**src/rtl/mem_line_ctrl.sv**
```systemverilog
// Line-transfer sequencer: one cache line write-back and/or refill becomes consecutive word
// accesses on a single-port memory with 1-cycle read latency. MEM_LINE_CTRL_STATS_EN adds transfer counters.
//
// state | meaning
// IDLE  | waiting for wr_req / rd_req, memory port quiet
// WB    | writing line words 0..N-1 (cnt = word)
// RF    | reading words 0..N-1, capturing each one cycle later (cnt 0..N)
// DONE  | transfer finished, gnt is registered out on the following cycle
`timescale 1ns/1ps
module mem_line_ctrl #(
    parameter int ADDR_LEN      = 11,
    parameter int LINE_ADDR_LEN = 3,
    localparam int TAG_ADDR_LEN = ADDR_LEN - LINE_ADDR_LEN,
    localparam int N            = 1 << LINE_ADDR_LEN
) (
    input  logic                    clk,
    input  logic                    rst,
    input  logic                    rd_req,
    input  logic                    wr_req,
    input  logic [TAG_ADDR_LEN-1:0] rd_line_addr,
    input  logic [TAG_ADDR_LEN-1:0] wr_line_addr,
    input  logic [32*N-1:0]         wr_line,
    output logic [32*N-1:0]         rd_line,
    output logic                    gnt,
    output logic [ADDR_LEN-1:0]     mem_addr,
    output logic                    mem_wr_req,
    output logic [31:0]             mem_wr_data,
    input  logic [31:0]             mem_rd_data
`ifdef MEM_LINE_CTRL_STATS_EN
    ,
    output logic [15:0]             wb_count,
    output logic [15:0]             rf_count
`endif
);

    localparam int CW = LINE_ADDR_LEN + 1;
    localparam logic [CW-1:0]            CNT_WB_LAST = CW'(N - 1);
    localparam logic [CW-1:0]            CNT_RF_LAST = CW'(N);
    localparam logic [LINE_ADDR_LEN-1:0] LAST_WORD   = '1;

    typedef enum logic [1:0] {
        S_IDLE,
        S_WB,
        S_RF,
        S_DONE
    } state_t;

    state_t                   state, state_nxt;
    logic [CW-1:0]            cnt, cnt_nxt;
    logic [TAG_ADDR_LEN-1:0]  wr_tag_q, rd_tag_q;
    logic                     xfer_wb_q, xfer_rf_q;
    logic [LINE_ADDR_LEN-1:0] word_idx, cap_idx;
    logic [N-1:0][31:0]       wr_words;
    logic [N-1:0][31:0]       rd_words;

    assign wr_words = wr_line;
    assign rd_line  = rd_words;
    assign word_idx = cnt[LINE_ADDR_LEN-1:0];
    // read data lags its address by one cycle, so it lands in the previous word slot
    assign cap_idx  = word_idx - 1'b1;

    always_comb begin
        state_nxt   = state;
        cnt_nxt     = cnt;
        mem_wr_req  = 1'b0;
        mem_addr    = '0;
        mem_wr_data = '0;
        case (state)
            S_IDLE: begin
                cnt_nxt = '0;
                if (wr_req) begin
                    state_nxt = S_WB;
                end else if (rd_req) begin
                    state_nxt = S_RF;
                end
            end
            S_WB: begin
                mem_wr_req  = 1'b1;
                mem_addr    = {wr_tag_q, word_idx};
                mem_wr_data = wr_words[word_idx];
                if (cnt == CNT_WB_LAST) begin
                    cnt_nxt   = '0;
                    state_nxt = xfer_rf_q ? S_RF : S_DONE;
                end else begin
                    cnt_nxt = cnt + 1'b1;
                end
            end
            S_RF: begin
                if (cnt == CNT_RF_LAST) begin
                    mem_addr  = {rd_tag_q, LAST_WORD};
                    state_nxt = S_DONE;
                end else begin
                    mem_addr = {rd_tag_q, word_idx};
                    cnt_nxt  = cnt + 1'b1;
                end
            end
            S_DONE: begin
                state_nxt = S_IDLE;
            end
            default: begin
                state_nxt = S_IDLE;
            end
        endcase
    end

    always_ff @(posedge clk or posedge rst) begin
        if (rst) begin
            state     <= S_IDLE;
            cnt       <= '0;
            wr_tag_q  <= '0;
            rd_tag_q  <= '0;
            xfer_wb_q <= 1'b0;
            xfer_rf_q <= 1'b0;
            rd_words  <= '0;
            gnt       <= 1'b0;
        end else begin
            state <= state_nxt;
            cnt   <= cnt_nxt;
            gnt   <= (state == S_DONE);
            if (state == S_IDLE && (wr_req || rd_req)) begin
                if (wr_req) begin
                    wr_tag_q <= wr_line_addr;
                end
                rd_tag_q  <= rd_line_addr;
                xfer_wb_q <= wr_req;
                xfer_rf_q <= rd_req;
            end
            if (state == S_RF && cnt != '0) begin
                rd_words[cap_idx] <= mem_rd_data;
            end
        end
    end

`ifdef MEM_LINE_CTRL_STATS_EN
    always_ff @(posedge clk or posedge rst) begin
        if (rst) begin
            wb_count <= '0;
            rf_count <= '0;
        end else if (state == S_DONE) begin
            if (xfer_wb_q) begin
                wb_count <= wb_count + 1'b1;
            end
            if (xfer_rf_q) begin
                rf_count <= rf_count + 1'b1;
            end
        end
    end
`endif

endmodule
```
**config.mk**
```make
export PLATFORM = sky130hd
export DESIGN_NAME = mem_line_ctrl
export DESIGN_NICKNAME = d
export VERILOG_FILES = /design/src/rtl/mem_line_ctrl.sv
export SDC_FILE = /design/constraint.sdc
export NUM_CORES = 1
export LEC_CHECK = 0
export ABC_AREA = 1
export BUFFER_PORTS_ARGS = -buffer_cell sky130_fd_sc_hd__buf_2
export CORE_AREA = 2 2 237 239
export CTS_BUF_LIST = sky130_fd_sc_hd__clkbuf_4
export DETAILED_ROUTE_END_ITERATION = 8
export DIE_AREA = 0 0 239 241
export GPL_TIMING_DRIVEN = 0
export PLACE_DENSITY_LB_ADDON = 0.15
export SYNTH_ARGS = -nofsm -noshare
export SYNTH_HDL_FRONTEND = slang
export SYNTH_SLANG_ARGS = --single-unit
```
**constraint.sdc**
```tcl
create_clock -name clk -period 18.86 [get_ports clk]
set_clock_uncertainty 0.05 [all_clocks]
set_input_delay 0.943 -clock clk [delete_from_list [all_inputs] [get_ports clk]]
set_output_delay 0.943 -clock clk [all_outputs]
set_load 0.005 [all_outputs]
```
After elaboration in Yosys (flattened, before gate mapping). Index checks and enable logic that the tools add are counted. Widths: inputs -> output; s select.

$add $sub $neg: 2. Multipliers: 0. Divide/modulo/power cells: 0. Order comparisons: 3. Equality and inequality tests: 9. Shift-type cells: 0. Muxes and demuxes: 18. Bitwise logic cells: 0. Reductions and logical operators: 10.

Operators with widths (count): $bwmux 256 (1); $bmux 32 s3 (1); $demux 32 s3 (1); $mux 32 (3); $pmux 11 s2 (1); $pmux 4 s3 (1); $lt 3x4->1 const B (2); $mux 2 (4); $mux 4 (2); $pmux 2 s4 (1); $ne 2x2->1 const B (3); $add 4x1->4 const B (1); $eq 2x2->1 const B (2); $eq 4x3->1 const B (1); $eq 4x4->1 const B (1); $reduce_and 2->1 (2); $reduce_bool 4->1 (1); $ge 3x1->1 const B (1); $logic_and 1x1->1 (3); $mux 3 (1); $ne 3x3->1 const B (1); $reduce_and 3->1 (1); $reduce_bool 3->1 (1); $sub 3x1->3 const B (1); other kinds (4) (5).

Register bits: 280. Bits in latches: 0. Bits in writable memories: 0. ROM bits: 0. Input port bits: 308. Output and inout bits: 301. Logic and storage cells: 56. Memories: 0.

Longest topological paths before layout. Gate-level depths: netlist of run 1.

Word-level depth: 6. Gate-level depth with buffers: 14. Depth with buffers taken out: 9.

Least setup slack after synthesis of run 1. Ideal clock, no wire load.

Path kind: flip-flop to output port. Start: register cnt[0]. End: output mem_addr[0]. Data arrival time: 1614 ps. Data required time: 17867 ps. Path slack: 16253 ps. Stages on the path, launching flop included: 10. Buffers on the path: 3. Cells stage by stage: dfrtp_1 -> buf_2 -> inv_2 -> buf_2 -> buf_2 -> ha_1 -> nand3_1 -> inv_1 -> nand2_1 -> a21oi_1.

Cells in the longest elaborated chain, start to end: 3.

RTL lines: from (decl) (RTL line 49) `logic [CW-1:0] cnt, cnt_nxt;`; from (signal assigned) (RTL line 118) `cnt <= cnt_nxt;`; $eq 4x4->1 (RTL line 89) `if (cnt == CNT_RF_LAST) begin`; $mux 3 (RTL line 89); $pmux 11 s2 * (RTL line 68) `case (state)`; to (decl) (RTL line 25) `output logic [ADDR_LEN-1:0] mem_addr,`.

Every way passes the cells marked *; elsewhere a longest branch is shown, timed or not.

Worst setup path after layout of run 1.
Start: register cnt[0]. End: output mem_wr_data[17].

Cells in the longest elaborated chain, start to end: 3.

RTL lines: $bmux 32 s3 (RTL line 80) `mem_wr_data = wr_words[word_idx];`; $mux 32 (implied by the code) (RTL line 80); $mux 32 (RTL line 68); to (decl) (RTL line 27) `output logic [31:0] mem_wr_data,`.

Every way passes these cells. The select of a mux whose other input is x is not followed.

==> results of run 1 <==
==> flip-flops by register name, indices dropped and copies added (netlist names) <==
signal and flops:
state 2, rd_line 256, wr_tag_q 8, xfer_rf_q 1, gnt 1, cnt 4, rd_tag_q 8
==> synthesized netlist by cell type, drive strengths merged <==
library cell  instances
clkbuf               47
o21ai               401
nor2                266
buf                 120
ha                    7
nand4                 1
nand2               732
nand3                13
inv                  28
a21oi                12
dfrtp               280
mux2                  8
==> layer usage <==
layer | vias to the layer above | track usage [%] | part of all wire, %
met5 | - | 0 | 0.12
met4 | 14 | 6.93 | 2.3
met3 | 94 | 7.99 | 8.1
met2 | 579 | 43.9 | 49
met1 | 7482 | 29.7 | 40
li1 | 7476 | - | -
==> layout make-up <==
cell class | instances | area [µm²]
timing repair buffer | 578 | 2940
clock buffer | 121 | 908
buffer | 167 | 795
fill | 6139 | 36000
antenna | 6 | 15.0
inverter | 28 | 115
multi-input combinational | 1440 | 6150
sequential | 280 | 7010
clock inverter | 19 | 105
tap | 704 | 881
==> worst paths after layout <==
path                       slack, ns  cells after the start                startpoint                        to
setup / recovery               14.71                      9        cnt[0]$_DFFE_PP0P_           mem_wr_data[17]
hold / removal                  0.25                      2                       rst   rd_line[84]$_DFFE_PP0P_
setup reg to reg               15.34                     13        cnt[0]$_DFFE_PP0P_   rd_line[83]$_DFFE_PP0P_
hold reg to reg                 0.42                      2  rd_line[182]$_DFFE_PP0P_  rd_line[182]$_DFFE_PP0P_
max in group asynchronous      17.42                      3                       rst   rd_tag_q[0]$_DFFE_PP0N_
min in group clk                0.33                      2           wr_line_addr[7]   wr_tag_q[7]$_DFFE_PP0P_
==> stage by stage <==
stage,worst slack (ns),utilization (%),cell area (µm²)
2_1_floorplan,10.14,-,14100
3_3_place_gp,6.34,32.5,17800
3_5_place_dp,15.31,32.6,17900
4_1_cts,14.52,34.4,18900
5_1_grt,14.39,34.5,18900
6_report,14.71,34.5,18900
==> cell families (layout without fill, tap and decap cells) <==
group,Yosys count,in the layout,synth area share [%]
AO/OA/AOI/OAI,413,413,14.7
adder cells (fa/ha/maj),7,7,0.623
AND/OR/NAND/NOR,1012,1012,27.8
flip-flops,280,280,49.8
buffers and inverters,195,913,6.41
other,0,6,0
multiplexers,8,8,0.641
==> power breakdown <==
part	internal, W	leakage, nW	total (W)	switching [W]
combinational	0.000387	4.88	0.00112	0.000734
clock	0.000305	0.606	0.000581	0.000276
sequential	0.000821	2.76	0.000935	0.000114
total	0.00151	8.24	0.00264	0.00112
==> layout by cell type, fill, tap and decap left out, types with 7 or more instances in the layout <==
cell type  count
nand2_1      731
buf_2        668
dfrtp_1      280
o21ai_1      259
nor2_1       258
o21ai_0      142
clkbuf_4     121
clkbuf_1      41
inv_1         25
buf_1         16
clkinv_1      15
buf_4         12
a21oi_1       12
nand3_1       10
nor2_4         8
mux2_2         8
ha_1           7
==> critical path: stages, from the launching register on <==
cell	delay, ns
dfrtp_1	0.35
buf_2	0.25
inv_2	0.16
buf_2	0.22
clkbuf_1	0.23
o21ai_0	0.81
nand2_1	0.10
nand2_1	0.09
nand2_1	0.06
buf_2	0.12
==> results.md, run 1 <==
- Worst Tran Pin Value: ~0.96 ns
- Vias/cell: 4.68
- HP Class: primary input to async pin
- Post-CTS Setup Bufs: 0
- Initial antenna violation count: 16
- CTS tree: done
- Layout cells sized above 1: 31.8%
- IO Count: approximately 600
- Die area: approximately 58,000 µm²
- Synthesis-stage register bit count: 280
- Cts repair resizes: 0
- RSZ-0062 raised after global routing: false
- Worst Path Arrival: around 3.2 ns
- Peak VDD IR: about 0.038 mV
- Crit share post-route: 22.0%
- Hpwl dp: between 50 and 60 mm
- Startpoint types: flip-flop
- Max H-tree Level: 3
- Slew headroom: 35.2%
- Max FO, Critical Path: 10
- Reg clk slew, reported paths: roughly 0.070 ns
- Max Clock Freq: around 240 MHz
- Mean post-synth cell area: about 7.3 µm²
- Power Dens Cells: 139 nW/µm²
- Core area: around 55,000 µm²
- Area grow syn2layout: 34.5%
- GRT Overall Usage: between 20% and 30%
- Post-synthesis net count: between 2,000 and 2,500
- Minimum clock period: slightly above 4 ns
- Yosys Warn Count: 0
- TNS Setup: 0 ns
- Nets: between 2,000 and 3,000
- Routed Antenna Nets: 0
- Vias: ~16,000
- Synth area leader: dfrtp_1
- Crit. End Element: primary output
- Vias in the first global route: around 15,000
- Setup CP Type: flip-flop to primary output
- Pwr Total: roughly 0.0026 W
- Root Driver: clkbuf_4
- DR WL/cell: roughly 22 µm
- Die W: around 240 µm
- Top cells by area, synth: dfrtp_1 50%, nand2_1 20%, o21ai_1 9.2%, nor2_1 6.9%, o21ai_0 5.1%
- # DRC: 0
- Clk sink count: 280
- Synthesized instance count: between 1,500 and 2,000
- GP Congestion: 0.911
- PortBufs: approximately 580
- Layout Cells excl Fill: between 3,000 and 4,000
- Slew Viols, Final: 0
- Hold Violations, Final: 0
- Leakage power total: between 8 and 9 nW
- Synth top area share: between 40 and 50%
- Cell Rows: 86
- Critical Path RT: ~18 ns
- First-pass GRT wire length: roughly 100 mm
- Die H: 241 µm
- Drt total wl: 74.1 mm
- # setup viols final: 0
- Hold-fix buffers, CTS: 0
- Max_cap viols: 0
- Total grt overflow: 0
- DR pass1 iterations: 5
- Fin Hold WS: around 0.25 ns
- Starting density of the core: between 20% and 30%
- CTS Buffer Depth: 3
- CTS buffer count: 86
- Cell count after placement: 3,197
- Seq/Total Area, Yosys: 49.8%
- Post-synthesis cell area: about 14,000 µm²
- Synth cell types: 22
- Clock Latency Late Sink: approximately 0.79 ns
- 1st-iter DRT viols: between 900 and 1,000
- Status: completed
- Pin count of the biggest net entering global routing: approximately 110
Power figures use the tool's default switching activity.
==> run 2, diff against run 1 <==
ABC_AREA = 0   (was 1)
CORE_AREA = 2 2 240 242   (was 2 2 237 239)
DIE_AREA = 0 0 242 244   (was 0 0 239 241)
clock period = 4.2 ns   (was 18.86 ns; I/O delays follow)
==> run 2 against run 1 <==
Effect of this change: sequential share of layout area grew 0.54 points; final area shrank 1.4%; critical endpoint is now rd_line[48]$_DFFE_PP0P_; count of clock-buffer cells in the layout shrank 2.
==> results.md, run 2 <==
- Status: completed
- Synth cell types: just under 50
- Nets: ~1,900
- CTS Buffer Depth: 3
- CTS tree: done
- HP Class: primary input to flip-flop
- Most common cell after layout, fill and taps aside: buf_2
- Max_cap viols: 0
- Slew headroom: a little under two fifths
- Die area: roughly 60,000 µm²
- Worst R2R End: rd_line[48]$_DFFE_PP0P_
- Total grt overflow: 0
- Hpwl dp: just over 40 mm
- Max FO, Critical Path: 10
- Cell area after placement: approximately 17,000 µm²
- Crit share post-route: 89.6%
- Yosys Warn Count: 0
- Cell Rows: 87
- Vias/cell: 4.37
- Minimum clock period: 3.76 ns
- Worst Tran Pin Value: 0.938 ns
- Setup ws final: 0.439 ns
- Vias in the first global route: roughly 11,000
- Max reg flops: 256
- Max Clock Freq: 266 MHz
- R2R Setup Slk: 0.44 ns
- GP Congestion: roughly 0.9
- Post-synthesis cell area: between 10,000 and 15,000 µm²
- Routed Antenna Nets: 0
- DR WL/cell: between 20 and 25 µm
- Crit. End Element: flip-flop
- Most common cell in the netlist: dfrtp_1
- Post-synthesis net count: ~1,100
- GRT Overall Usage: between 15 and 20%
- Startpoint types: flip-flop
- CTS buffer count: 83
- Post-CTS Setup Bufs: 0
- Worst Path Arrival: roughly 4.4 ns
- First-pass GRT wire length: around 77 mm
- Synthesis-stage register bit count: between 200 and 300
- Synth area leader: dfrtp_1
- Filler Cells Inserted: just under 6,000
- IO Count: slightly above 600
- Synth top area share: 54.5%
- Root Driver: clkbuf_4
- Number of synthesized flops with an enable pin: 0
- Pin count of the biggest net entering global routing: 42
- Initial antenna violation count: 24
- Power Dens Cells: ~570 nW/µm²
- Die W: 242 µm
- Seq/Total Area, Yosys: 54.5%
- Top cells by area, synth: dfrtp_1 54%, mux2_2 21%, mux4_2 11%, mux2_4 3.5%, a22o_1 2.2%
- Asr flop ratio synth: between 90% and 100%
- Pre-CTS WS: -0.366 ns
- Leakage power total: approximately 9.4 nW
- Max H-tree Level: 3
- RSZ-0062 raised after global routing: false
- Drt total wl: 54.0 mm
- TNS Setup: 0 ns
- # DRC: 0
- Layout cells sized above 1: between 60 and 70%
- Setup CP Type: flip-flop to flip-flop
- Worst reg2reg path depth: 8
- Clk sink count: between 200 and 300
- Starting density of the core: 22.9%
- Slew Viols, Final: 0
- PortBufs: just over 600
- 1st-iter DRT viols: 362
- Hold-critical path depth: 3
- Mean post-synth cell area: about 16 µm²
- Reg clk slew, reported paths: about 0.070 ns
- Vias: between 10,000 and 15,000
- Peak VDD IR: approximately 0.22 mV
- Critical Path RT: approximately 4.8 ns
- # setup viols final: 0
- Pwr Total: ~0.011 W
- Layout Cells excl Fill: around 2,400
- Core area: between 50,000 and 60,000 µm²
- Commonest non-fill, non-tap cells in the layout: 630 x buf_2, 280 x dfrtp_1, 236 x mux2_2
- Clock Latency Late Sink: 0.76 ns
- Worst Hold Launch: rd_line_addr[6]
- Top FF cell, synth: dfrtp_1
- Synthesized instance count: 790
- DR pass1 iterations: 4
- Die H: between 200 and 250 µm
- Hold Violations, Final: 0
- Area grow syn2layout: 45.0%
- Top cells by count, synth: 280 x dfrtp_1, 236 x mux2_2, 64 x mux4_2
- Cell count after placement: ~2,200
- Final Instance Area: approximately 19,000 µm²
- Worst Hold End: rd_tag_q[6]$_DFFE_PP0N_
- Reg-to-Reg Start: cnt[1]$_DFFE_PP0P_
## run 2: worst max-delay path by stage
stage / from / endpoint / slack (ns) / depth (start not counted)
6_report: cnt[1]$_DFFE_PP0P_ / rd_line[48]$_DFFE_PP0P_ / 0.44 / 8
5_1_grt: cnt[1]$_DFFE_PP0P_ / rd_line[225]$_DFFE_PP0P_ / 0.23 / 9
4_1_cts: cnt[1]$_DFFE_PP0P_ / rd_line[225]$_DFFE_PP0P_ / 0.30 / 9
3_5_place_dp: cnt[1]$_DFFE_PP0P_ / rd_line[35]$_DFFE_PP0P_ / -0.37 / 8
3_3_place_gp: rst / rd_line[145]$_DFFE_PP0P_ / -1.79 / 2
2_1_floorplan: rst / cnt[0]$_DFFE_PP0P_ / 0.23 / 1
## run 2: metal layers
| layer | wire length, µm | track usage, % |
|---|---|---|
| met1 | 20300 | 19.7 |
| met2 | 27500 | 31.2 |
| met3 | 4270 | 6.24 |
| met4 | 1910 | 6.86 |
| met5 | 27 | 0 |
## run 2: area by class of cell
cell class / instances / area, µm² / area share [%]
sequential: 280 / 7010 / 37.6
clock buffer: 119 / 893 / 4.79
multi-input combinational: 445 / 5500 / 29.5
antenna: 13 / 32.5 / 0.174
tap: 756 / 946 / 5.07
inverter: 9 / 37.5 / 0.201
timing repair buffer: 675 / 3780 / 20.3
buffer: 56 / 333 / 1.78
clock inverter: 20 / 115 / 0.617
## run 2: critical path, stage by stage (launching register included)
cell      delay [ns]
dfrtp_1         0.47
clkbuf_1        0.55
clkbuf_2        0.45
inv_1           0.16
ha_1            0.41
nand2_1         0.16
nor3_2          0.56
buf_2           0.47
mux2_2          0.38
## run 2: timing repair
item | in CTS | in global routing
endpoints found under the hold margin | 410 | 0
hold buffers | 60 | 0
resized for setup | 3 | 0
setup endpoints to repair | 67 | 0
## run 2: kinds of logic after synthesis
family	Yosys count	synth area share, %
AOI/OAI and AO/OA	62	3.97
DFF	280	54.5
xor gates and xnor gates	1	0.127
adders and majority gates	7	0.681
muxes	336	35.9
and+or+nand+nor	39	1.99
buffers and inverters	65	2.84
## run 2: through the flow
stage | hold slack, ns | utilization [%]
after detailed placement | 0.343 | 30.3
after CTS | 0.0610 | 33.1
final | 0.173 | 33.2
after floorplan | 0.270 | -
after global placement | 0.395 | 30.0
after global routing | 0.115 | 33.2
## run 2: power breakdown
group	total (W)	switching, W	internal, W
Sequential	0.00397	0.000420	0.00355
Combinational	0.00412	0.00187	0.00225
Clock	0.00256	0.00120	0.00135
Total	0.0106	0.00350	0.00715
==> run 3, diff against run 2 <==
CELL_PAD_IN_SITES_DETAIL_PLACEMENT = 2   (was not set)
CELL_PAD_IN_SITES_GLOBAL_PLACEMENT = 2   (was not set)
CTS_CLUSTER_SIZE = 40   (was not set)
SLEW_MARGIN = 20   (was not set)
==> run 3 against run 2 <==
Effect of this change: via count rose by 0.48%; total power grew 0.90%; first-iteration DRC count down 44%; largest power group unchanged; critical endpoint is now rd_line[46]$_DFFE_PP0P_; global-route usage up 1.6 points; sequential share of layout area shrank 0.050 points; count of clock-buffer cells in the layout increased by 4.
==> results.md, run 3 (same netlist as run 2, synthesis figures left out) <==
- Worst reg2reg path depth: 8
- Total grt overflow: 0
- CTS tree: done
- Filler Cells Inserted: ~6,100
- Setup CP Type: flip-flop to flip-flop
- R2R Setup Slk: just under 0.4 ns
- Slew headroom: between 30% and 40%
- Startpoint types: flip-flop
- Crit. End Element: flip-flop
- Max reg flops: approximately 260
- Max H-tree Level: 3
- Minimum clock period: around 3.8 ns
- Worst Path Arrival: around 4.4 ns
- Initial antenna violation count: 22
- Crit path cell chain: clkbuf_1 > clkbuf_2 > inv_1 > ha_1 > nand2_1 > nor3_2 > buf_2 > mux2_2
- # DRC: 0
- Pin count of the biggest net entering global routing: 33
- Most common cell after layout, fill and taps aside: buf_2
- Cell count after placement: approximately 2,200
- Power Dens Cells: roughly 580 nW/µm²
- DR pass1 iterations: 4
- Routed Antenna Nets: 0
- PortBufs: 608
- RSZ-0062 raised after global routing: false
- Vias in the first global route: ~12,000
- CTS buffer count: ~80
- CTS Buffer Depth: 3
- Busiest grt layer: met2
- Fin Hold WS: around 0.18 ns
- Drt total wl: between 50 and 60 mm
- Area grow syn2layout: 45.2%
- Crit path from: cnt[1]$_DFFE_PP0P_
- GRT Overall Usage: 19.4%
- Hold Violations, Final: 0
- Leakage power total: roughly 9.4 nW
- M3 GR Usage: 7.62%
- Vias: 10,400
- HP Class: primary input to flip-flop
- Max_cap viols: 0
- Worst Setup EP: rd_line[46]$_DFFE_PP0P_
- Max FO, Critical Path: 10
- Commonest non-fill, non-tap cells in the layout: 630 x buf_2, 280 x dfrtp_1, 236 x mux2_2
- Slew Viols, Final: 0
- Cell Rows: slightly below 90
- Worst Tran Pin Value: 0.945 ns
- GP Congestion: slightly above 0.9
- Crit share post-route: approximately nine tenths
- Layout Cells excl Fill: between 2,000 and 2,500
- Die area: about 60,000 µm²
- Core area: 56,200 µm²
- Status: completed
- Register area: roughly 7000 µm²
- Clock Latency Late Sink: ~0.78 ns
- Critical Path RT: ~4.8 ns
- Max Clock Freq: between 200 and 300 MHz
- Post-CTS Setup Bufs: 0
- # setup viols final: 0
- Die W: between 200 and 250 µm
- Routing usage on met1: about 20%
- Worst path slowest cell: nor3_2
- Vias/cell: approximately 4.4
- Area of the multi-input gates: between 5000 and 6000 µm²
- IO Count: between 600 and 700
- Layout cells sized above 1: between 60% and 70%
- Reg-to-Reg Start: cnt[1]$_DFFE_PP0P_
- Worst R2R End: rd_line[46]$_DFFE_PP0P_
- First-pass GRT wire length: between 80 and 90 mm
- 1st-iter DRT viols: ~200
- Slowest cell delay on critical path: 0.61 ns
- Hpwl dp: about 45 mm
- Pwr Total: 0.0107 W
- TNS Setup: 0 ns
- Die H: about 240 µm
- Starting density of the core: a little under a quarter
- Clk sink count: 280
- Peak VDD IR: about 0.30 mV
- DR WL/cell: between 20 and 25 µm
- Routing usage on met2: approximately 34%
- Nets: around 1,900
- Reg clk slew, reported paths: approximately 0.060 ns
- Root Driver: clkbuf_4
## run 3: changes by cell type in the layout (fill, tap and decap cells not counted), sizes merged
cell	before	now
buf	650	653
bufinv	1	0
clkbuf	140	144
clkinv	15	18
clkinvlp	2	1
diode	13	16
dlygate4sd3	60	53
## run 3: layout make-up
class / count / share of cell area, %
antenna: 16 / 0.214
buffer: 56 / 1.78
clock buffer: 123 / 4.95
clock inverter: 21 / 0.563
inverter: 9 / 0.201
multi-input combinational: 445 / 29.5
sequential: 280 / 37.5
tap: 756 / 5.07
timing repair buffer: 671 / 20.2
## run 3: per-stage QoR
step | util [%] | area [µm²] | setup slack [ns]
floorplan | - | 12900 | 0.233
global placement | 30.0 | 16900 | -1.92
detailed placement | 30.4 | 17100 | -0.189
global route | 33.2 | 18700 | 0.0585
finish | 33.2 | 18700 | 0.387
CTS | 33.2 | 18600 | 0.153
## run 3: worst min path at each step
| stage | start | to | slack (ns) | cells after the start |
|---|---|---|---|---|
| floorplan | rd_req | xfer_rf_q$_DFFE_PP0N_ | 0.27 | 2 |
| global placement | rd_line_addr[2] | rd_tag_q[2]$_DFFE_PP0N_ | 0.39 | 2 |
| detailed placement | rst | rd_line[247]$_DFFE_PP0P_ | 0.21 | 2 |
| CTS | rd_line_addr[5] | rd_tag_q[5]$_DFFE_PP0N_ | 0.07 | 3 |
| global route | rd_line_addr[5] | rd_tag_q[5]$_DFFE_PP0N_ | 0.09 | 3 |
| finish | rd_line_addr[5] | rd_tag_q[5]$_DFFE_PP0N_ | 0.18 | 3 |
## run 3: critical path, delay by kind of cell (launching register included)
family	cells	cell delay, ns
and+or+nand+nor	2	0.77
muxes	1	0.38
adders and majority gates	1	0.40
buffers and inverters	4	1.63
DFF	1	0.42
## run 3: power by group
group	leakage (nW)	switching (W)	internal, W	total (W)
logic	5.27	0.00196	0.00221	0.00417
clock network	0.618	0.00125	0.00134	0.00259
registers	3.53	0.000430	0.00355	0.00398
total	9.42	0.00364	0.00710	0.0107
## run 3: repair_timing
| item | CTS | global route |
|---|---|---|
| resized for setup | 2 | 0 |
| hold buffers | 53 | 0 |
| endpoints found under the setup margin | 77 | 0 |
| endpoints found under the hold margin | 412 | 0 |
## run 3: routing by layer
| metal | share of wire (%) | routed length, µm | up-vias |
|---|---|---|---|
| met5 | 0.078 | 45 | - |
| met4 | 3.3 | 1940 | 6 |
| met3 | 8.6 | 4970 | 94 |
| met2 | 52 | 29900 | 419 |
| met1 | 36 | 21100 | 5324 |
| li1 | - | - | 4579 |
